`config.mk`:
```
export PLATFORM = sky130hd
export DESIGN_NAME = stream_mux
export DESIGN_NICKNAME = d
export VERILOG_FILES = /design/src/rtl/stream_mux_pkg.sv /design/src/rtl/rr_arbiter.sv /design/src/rtl/stream_mux.sv
export SDC_FILE = /design/constraint.sdc
export NUM_CORES = 1
export LEC_CHECK = 0
export ABC_CLOCK_PERIOD_IN_PS = 1700
export CORE_ASPECT_RATIO = 0.75
export CORE_UTILIZATION = 34
export CTS_BUF_LIST = sky130_fd_sc_hd__clkbuf_8
export DETAILED_ROUTE_END_ITERATION = 12
export PLACE_DENSITY_LB_ADDON = 0.08
export SLEW_MARGIN = 15
export SYNTH_ARGS = -nofsm -noshare
export SYNTH_HDL_FRONTEND = slang
export SYNTH_SLANG_ARGS = --single-unit
```
`constraint.sdc`:
```
create_clock -name clk -period 1.7 [get_ports clk]
set_input_delay 0.255 -clock clk [delete_from_list [all_inputs] [get_ports clk]]
set_output_delay 0.255 -clock clk [all_outputs]
set_load 0.005 [all_outputs]
```
`src/rtl/stream_mux_pkg.sv`:
```
// Shared constants for the stream_mux block: mode encodings and default sizing.
package stream_mux_pkg;

  localparam logic MODE_FIXED = 1'b0;
  localparam logic MODE_RR    = 1'b1;

  localparam int DEF_WIDTH  = 8;
  localparam int DEF_NUM_IN = 4;

endpackage

```
`src/rtl/rr_arbiter.sv`:
```
// Round-robin grant search: the first requester found starting one past ptr_i, with wrap.
module rr_arbiter #(
  parameter int NUM_IN = 4,
  parameter int SEL_W  = $clog2(NUM_IN)
) (
  input  logic [NUM_IN-1:0] req_i,
  input  logic [SEL_W-1:0]  ptr_i,
  output logic [SEL_W-1:0]  grant_o,
  output logic              grant_vld_o
);

  logic [NUM_IN-1:0] req_rot;
  logic              found;
  int                idx;

  always_comb begin
    grant_o     = '0;
    grant_vld_o = 1'b0;
    found       = 1'b0;
    req_rot     = '0;
    idx         = 0;
    // Offsets 1..NUM_IN put the channel that was granted last at the lowest priority.
    for (int k = 1; k <= NUM_IN; k++) begin
      idx     = (int'(ptr_i) + k) % NUM_IN;
      req_rot = req_i >> idx;
      if (!found && req_rot[0]) begin
        found       = 1'b1;
        grant_o     = SEL_W'(idx);
        grant_vld_o = 1'b1;
      end
    end
  end

endmodule

```
`src/rtl/stream_mux.sv`:
```
// N-to-1 valid/ready stream multiplexer with a registered output stage.
// Round-robin mode exists only when STREAM_MUX_RR_EN is defined; otherwise mode is ignored.
module stream_mux
  import stream_mux_pkg::*;
#(
  parameter int WIDTH  = DEF_WIDTH,
  parameter int NUM_IN = DEF_NUM_IN,
  parameter int SEL_W  = $clog2(NUM_IN)
) (
  input  logic                    clk,
  input  logic                    rst_n,
  input  logic [NUM_IN*WIDTH-1:0] in_data,
  input  logic [NUM_IN-1:0]       in_valid,
  output logic [NUM_IN-1:0]       in_ready,
  input  logic [SEL_W-1:0]        sel,
  input  logic                    mode,
  output logic [WIDTH-1:0]        out_data,
  output logic                    out_valid,
  output logic [SEL_W-1:0]        out_src,
  input  logic                    out_ready
);

  logic             load_en;
  logic             grant_vld;
  logic [SEL_W-1:0] grant;
  logic             xfer;
  logic [WIDTH-1:0] grant_data;

  logic             out_valid_q, out_valid_d;
  logic [WIDTH-1:0] out_data_q,  out_data_d;
  logic [SEL_W-1:0] out_src_q,   out_src_d;

  assign load_en = !out_valid_q || out_ready;

`ifdef STREAM_MUX_RR_EN
  logic [SEL_W-1:0] ptr_q, ptr_d;
  logic [SEL_W-1:0] rr_grant;
  logic             rr_vld;

  rr_arbiter #(
    .NUM_IN (NUM_IN),
    .SEL_W  (SEL_W)
  ) u_rr (
    .req_i       (in_valid),
    .ptr_i       (ptr_q),
    .grant_o     (rr_grant),
    .grant_vld_o (rr_vld)
  );

  always_comb begin
    grant     = '0;
    grant_vld = 1'b0;
    if (mode == MODE_RR) begin
      grant     = rr_grant;
      grant_vld = rr_vld;
    end else if (int'(sel) < NUM_IN) begin
      grant     = sel;
      grant_vld = 1'b1;
    end
  end

  // Priority only advances on an actual round-robin transfer, never on a stall.
  always_comb begin
    ptr_d = ptr_q;
    if (xfer && (mode == MODE_RR)) begin
      ptr_d = grant;
    end
  end

  always_ff @(posedge clk) begin
    if (!rst_n) begin
      ptr_q <= SEL_W'(NUM_IN - 1);
    end else begin
      ptr_q <= ptr_d;
    end
  end
`else
  logic unused_mode;
  assign unused_mode = mode;

  always_comb begin
    grant     = '0;
    grant_vld = 1'b0;
    if (int'(sel) < NUM_IN) begin
      grant     = sel;
      grant_vld = 1'b1;
    end
  end
`endif

  always_comb begin
    in_ready = '0;
    if (rst_n && load_en && grant_vld) begin
      in_ready = NUM_IN'(1) << grant;
    end
  end

  assign xfer = |(in_valid & in_ready);

  always_comb begin
    grant_data = '0;
    for (int i = 0; i < NUM_IN; i++) begin
      if (grant == SEL_W'(i)) begin
        grant_data = in_data[i*WIDTH +: WIDTH];
      end
    end
  end

  always_comb begin
    out_valid_d = out_valid_q;
    out_data_d  = out_data_q;
    out_src_d   = out_src_q;
    if (load_en) begin
      out_valid_d = xfer;
      if (xfer) begin
        out_data_d = grant_data;
        out_src_d  = grant;
      end
    end
  end

  // Output stage: data is cleared on reset too, so a stalled word never survives it.
  always_ff @(posedge clk) begin
    if (!rst_n) begin
      out_valid_q <= 1'b0;
      out_data_q  <= '0;
      out_src_q   <= '0;
    end else begin
      out_valid_q <= out_valid_d;
      out_data_q  <= out_data_d;
      out_src_q   <= out_src_d;
    end
  end

  assign out_valid = out_valid_q;
  assign out_data  = out_data_q;
  assign out_src   = out_src_q;

endmodule

```
==> flow_summary.yaml <==
status:
  status: "finished, final reports clean"
detailed_routing:
  ant_nets: 0
  dr.pass1.iters: 4
  avgViaCountPerCell: 5.10
  drt_iter0_drc: 13
  dr_total_vias: 816
  wl_per_cell_um: 13.1
  routed_wl_um: 2090
  drc: 0
sta:
  tns_ns: 0
  final_hold_viol_count: 0
  slew_viol_final: 0
  setup-violations-final: 0
  whs_ns: 0.463
  max_freq_mhz: 630
  grt_setup_unrepaired: "no"
  period_share_pct: 93.3
  fin_crit_ns: 1.59
  clock_skew_ns: 0.00460
  tightest_slew_ns: 0.609
  max_slew_margin_pct: 59.2
  worst_slack_ns: 0.114
clock_network:
  clkSinkCount: 11
  cts_tree: "built"
  clk_latency_ns: 0.24
  clkSlewWorstSetupHoldPaths_ns: 0.05
  cts_made_buffers: 3
  clockBufferDepth: 2
  htreeDepth: 1
  root_buffer: "clkbuf_8"
pwr:
  p_leak_uw: 0.000548
  ir_drop_uv: 506
  power.density_mw_per_mm2: 602
  clkPwrFrac_pct: 30.4
  pwr-share-comb_pct: 34.4
  netSwitchingFraction_pct: 24.0
  p_switching_uw: 200
  p_int_uw: 633
  pwr-share-seq_pct: 35.2
die:
  dieArea_mm2: 0.00233
  die_h_um: 42.0
  start_util_pct: 36.1
  core_area_mm2: 0.00201
  rows: 14
  io_pins: 57
  die_w_um: 55.4
setup_path:
  worstPathRequired_ns: 1.44
  cp-start-kind: "input pin"
  path_max_fanout: 3
  cp.arrival_ns: 1.33
  crit_type: "in2out"
  crit_path_end_kind: "primary output"
layout:
  postLayoutCellArea_mm2: 0.00138
  layout_commonest_cell: "clkdlybuf4s50_1"
  drive_above_1_share_pct: 16.9
  fin_util_pct: 68.6
  area_growth_pct: 90.2
  final_cell_mix: "clkdlybuf4s50_1, dfxtp_1, nand3_1, buf_4"
  fillers: 181
  num_antenna_cells: 0
  nets: 179
yosys:
  synth_area_um2: 727
  synth_fp_nets: 116
  avgSynthCellArea_um2: 9.82
  ys_seq_elements: 11
  synthCells: 74
  yosysSeqAreaShare_pct: 30.3
  synth_cell_type_count: 23
  yosys_warnings: 0
hold_path:
  min_path_type: "reg2reg"
global_routing:
  grt_overflow: 0
  grt_antenna_before_repair: 0
  grt.total_usage_pct: 19.6
  grt_first_pass_wirelength_um: 3560
  grt_max_degree: 12
  grt_pass1_vias: 823
placement:
  place_area_mm2: 0.00134
  gp_congestion: 0.682
  port_buffers: 55
  dp_slack_ns: -0.285
flow_run:
  cap_violations: 0
-- state kept, by name (all words and copies together), names as in the netlist --
signal,flops
out_valid,1
out_data,8
out_src,2
-- cells in the mapped netlist --
master | number | area share [%]
a21boi_1 | 8 | 8.3
a21oi_1 | 2 | 1.4
and3_1 | 1 | 0.86
buf_2 | 3 | 2.1
buf_4 | 1 | 1.0
buf_6 | 1 | 1.5
clkbuf_1 | 1 | 0.52
dfxtp_1 | 11 | 30
inv_1 | 2 | 1.0
mux2_2 | 1 | 1.5
mux2i_1 | 2 | 2.8
mux4_2 | 8 | 25
nand2_1 | 1 | 0.52
nand2b_1 | 1 | 0.86
nand3_1 | 10 | 6.9
nor2_1 | 4 | 2.1
nor2b_1 | 2 | 1.7
nor3_1 | 3 | 2.1
nor3_2 | 1 | 1.4
o21a_1 | 1 | 1.0
o21ai_1 | 8 | 5.5
o31ai_1 | 1 | 1.0
or3_1 | 1 | 0.86
-- what timing repair did --
| item | CTS | global route |
|---|---|---|
| gates resized for setup | 7 | 0 |
| hold buffers | 0 | 0 |
| setup endpoints to repair | 13 | 0 |
| setup buffers | 0 | 0 |
-- critical path, stage by stage --
cell and delay, ns:
clkdlybuf4s50_1 0.48, nand2b_4 0.13, nand2_1 0.07, nor3_1 0.13, dlygate4sd2_1 0.26
-- power groups by stage --
stage / logic (µW) / clock network, µW / registers, µW
after global placement: 285 / 0 / 297
after global routing: 309 / 278 / 295
final: 286 / 253 / 293
after detailed placement: 291 / 0 / 297
after CTS: 290 / 259 / 293
after floorplan: 116 / 0 / 299
-- layout make-up --
type	count	area [µm²]	area share (%)
Clock buffer	3	41.3	2.99
Clock inverter	1	3.75	0.271
Inverter	2	7.51	0.543
Multi-Input combinational cell	55	469	33.9
Sequential cell	11	220	15.9
Tap cell	24	30.0	2.17
Timing Repair Buffer	64	611	44.2
-- cell families after synthesis --
logic type / count (synthesis) / synth area share [%]
AND/OR/NAND/NOR: 24 / 17.2
AO/OA/AOI/OAI: 20 / 17.2
buffers and inverters: 8 / 6.20
multiplexers: 11 / 29.1
flip-flops: 11 / 30.3
-- per-layer routing --
metal	vias to the layer above	global-route usage, %	share of wire (%)
met3	0	8.33	8.3
li1	406	-	-
met4	0	4.50	0
met2	32	36.4	53
met5	-	0	0
met1	378	20.7	39
-- stage by stage --
step | total power [µW] | cells
after floorplan | 415 | 74
after global placement | 582 | 156
after detailed placement | 589 | 156
after CTS | 842 | 160
after global routing | 882 | 160
final | 833 | 160
-- final timing paths --
| path | from | endpoint | slack, ns | depth (start not counted) |
|---|---|---|---|---|
| setup reg to reg | out_valid | out_data[1] | 0.32 | 4 |
| hold reg to reg | out_data[6] | out_data[6] | 0.46 | 2 |
| setup / recovery | out_ready | in_ready[0] | 0.11 | 5 |
| hold / removal | out_data[6] | out_data[6] | 0.46 | 2 |
(Power assumes the default switching activity.)
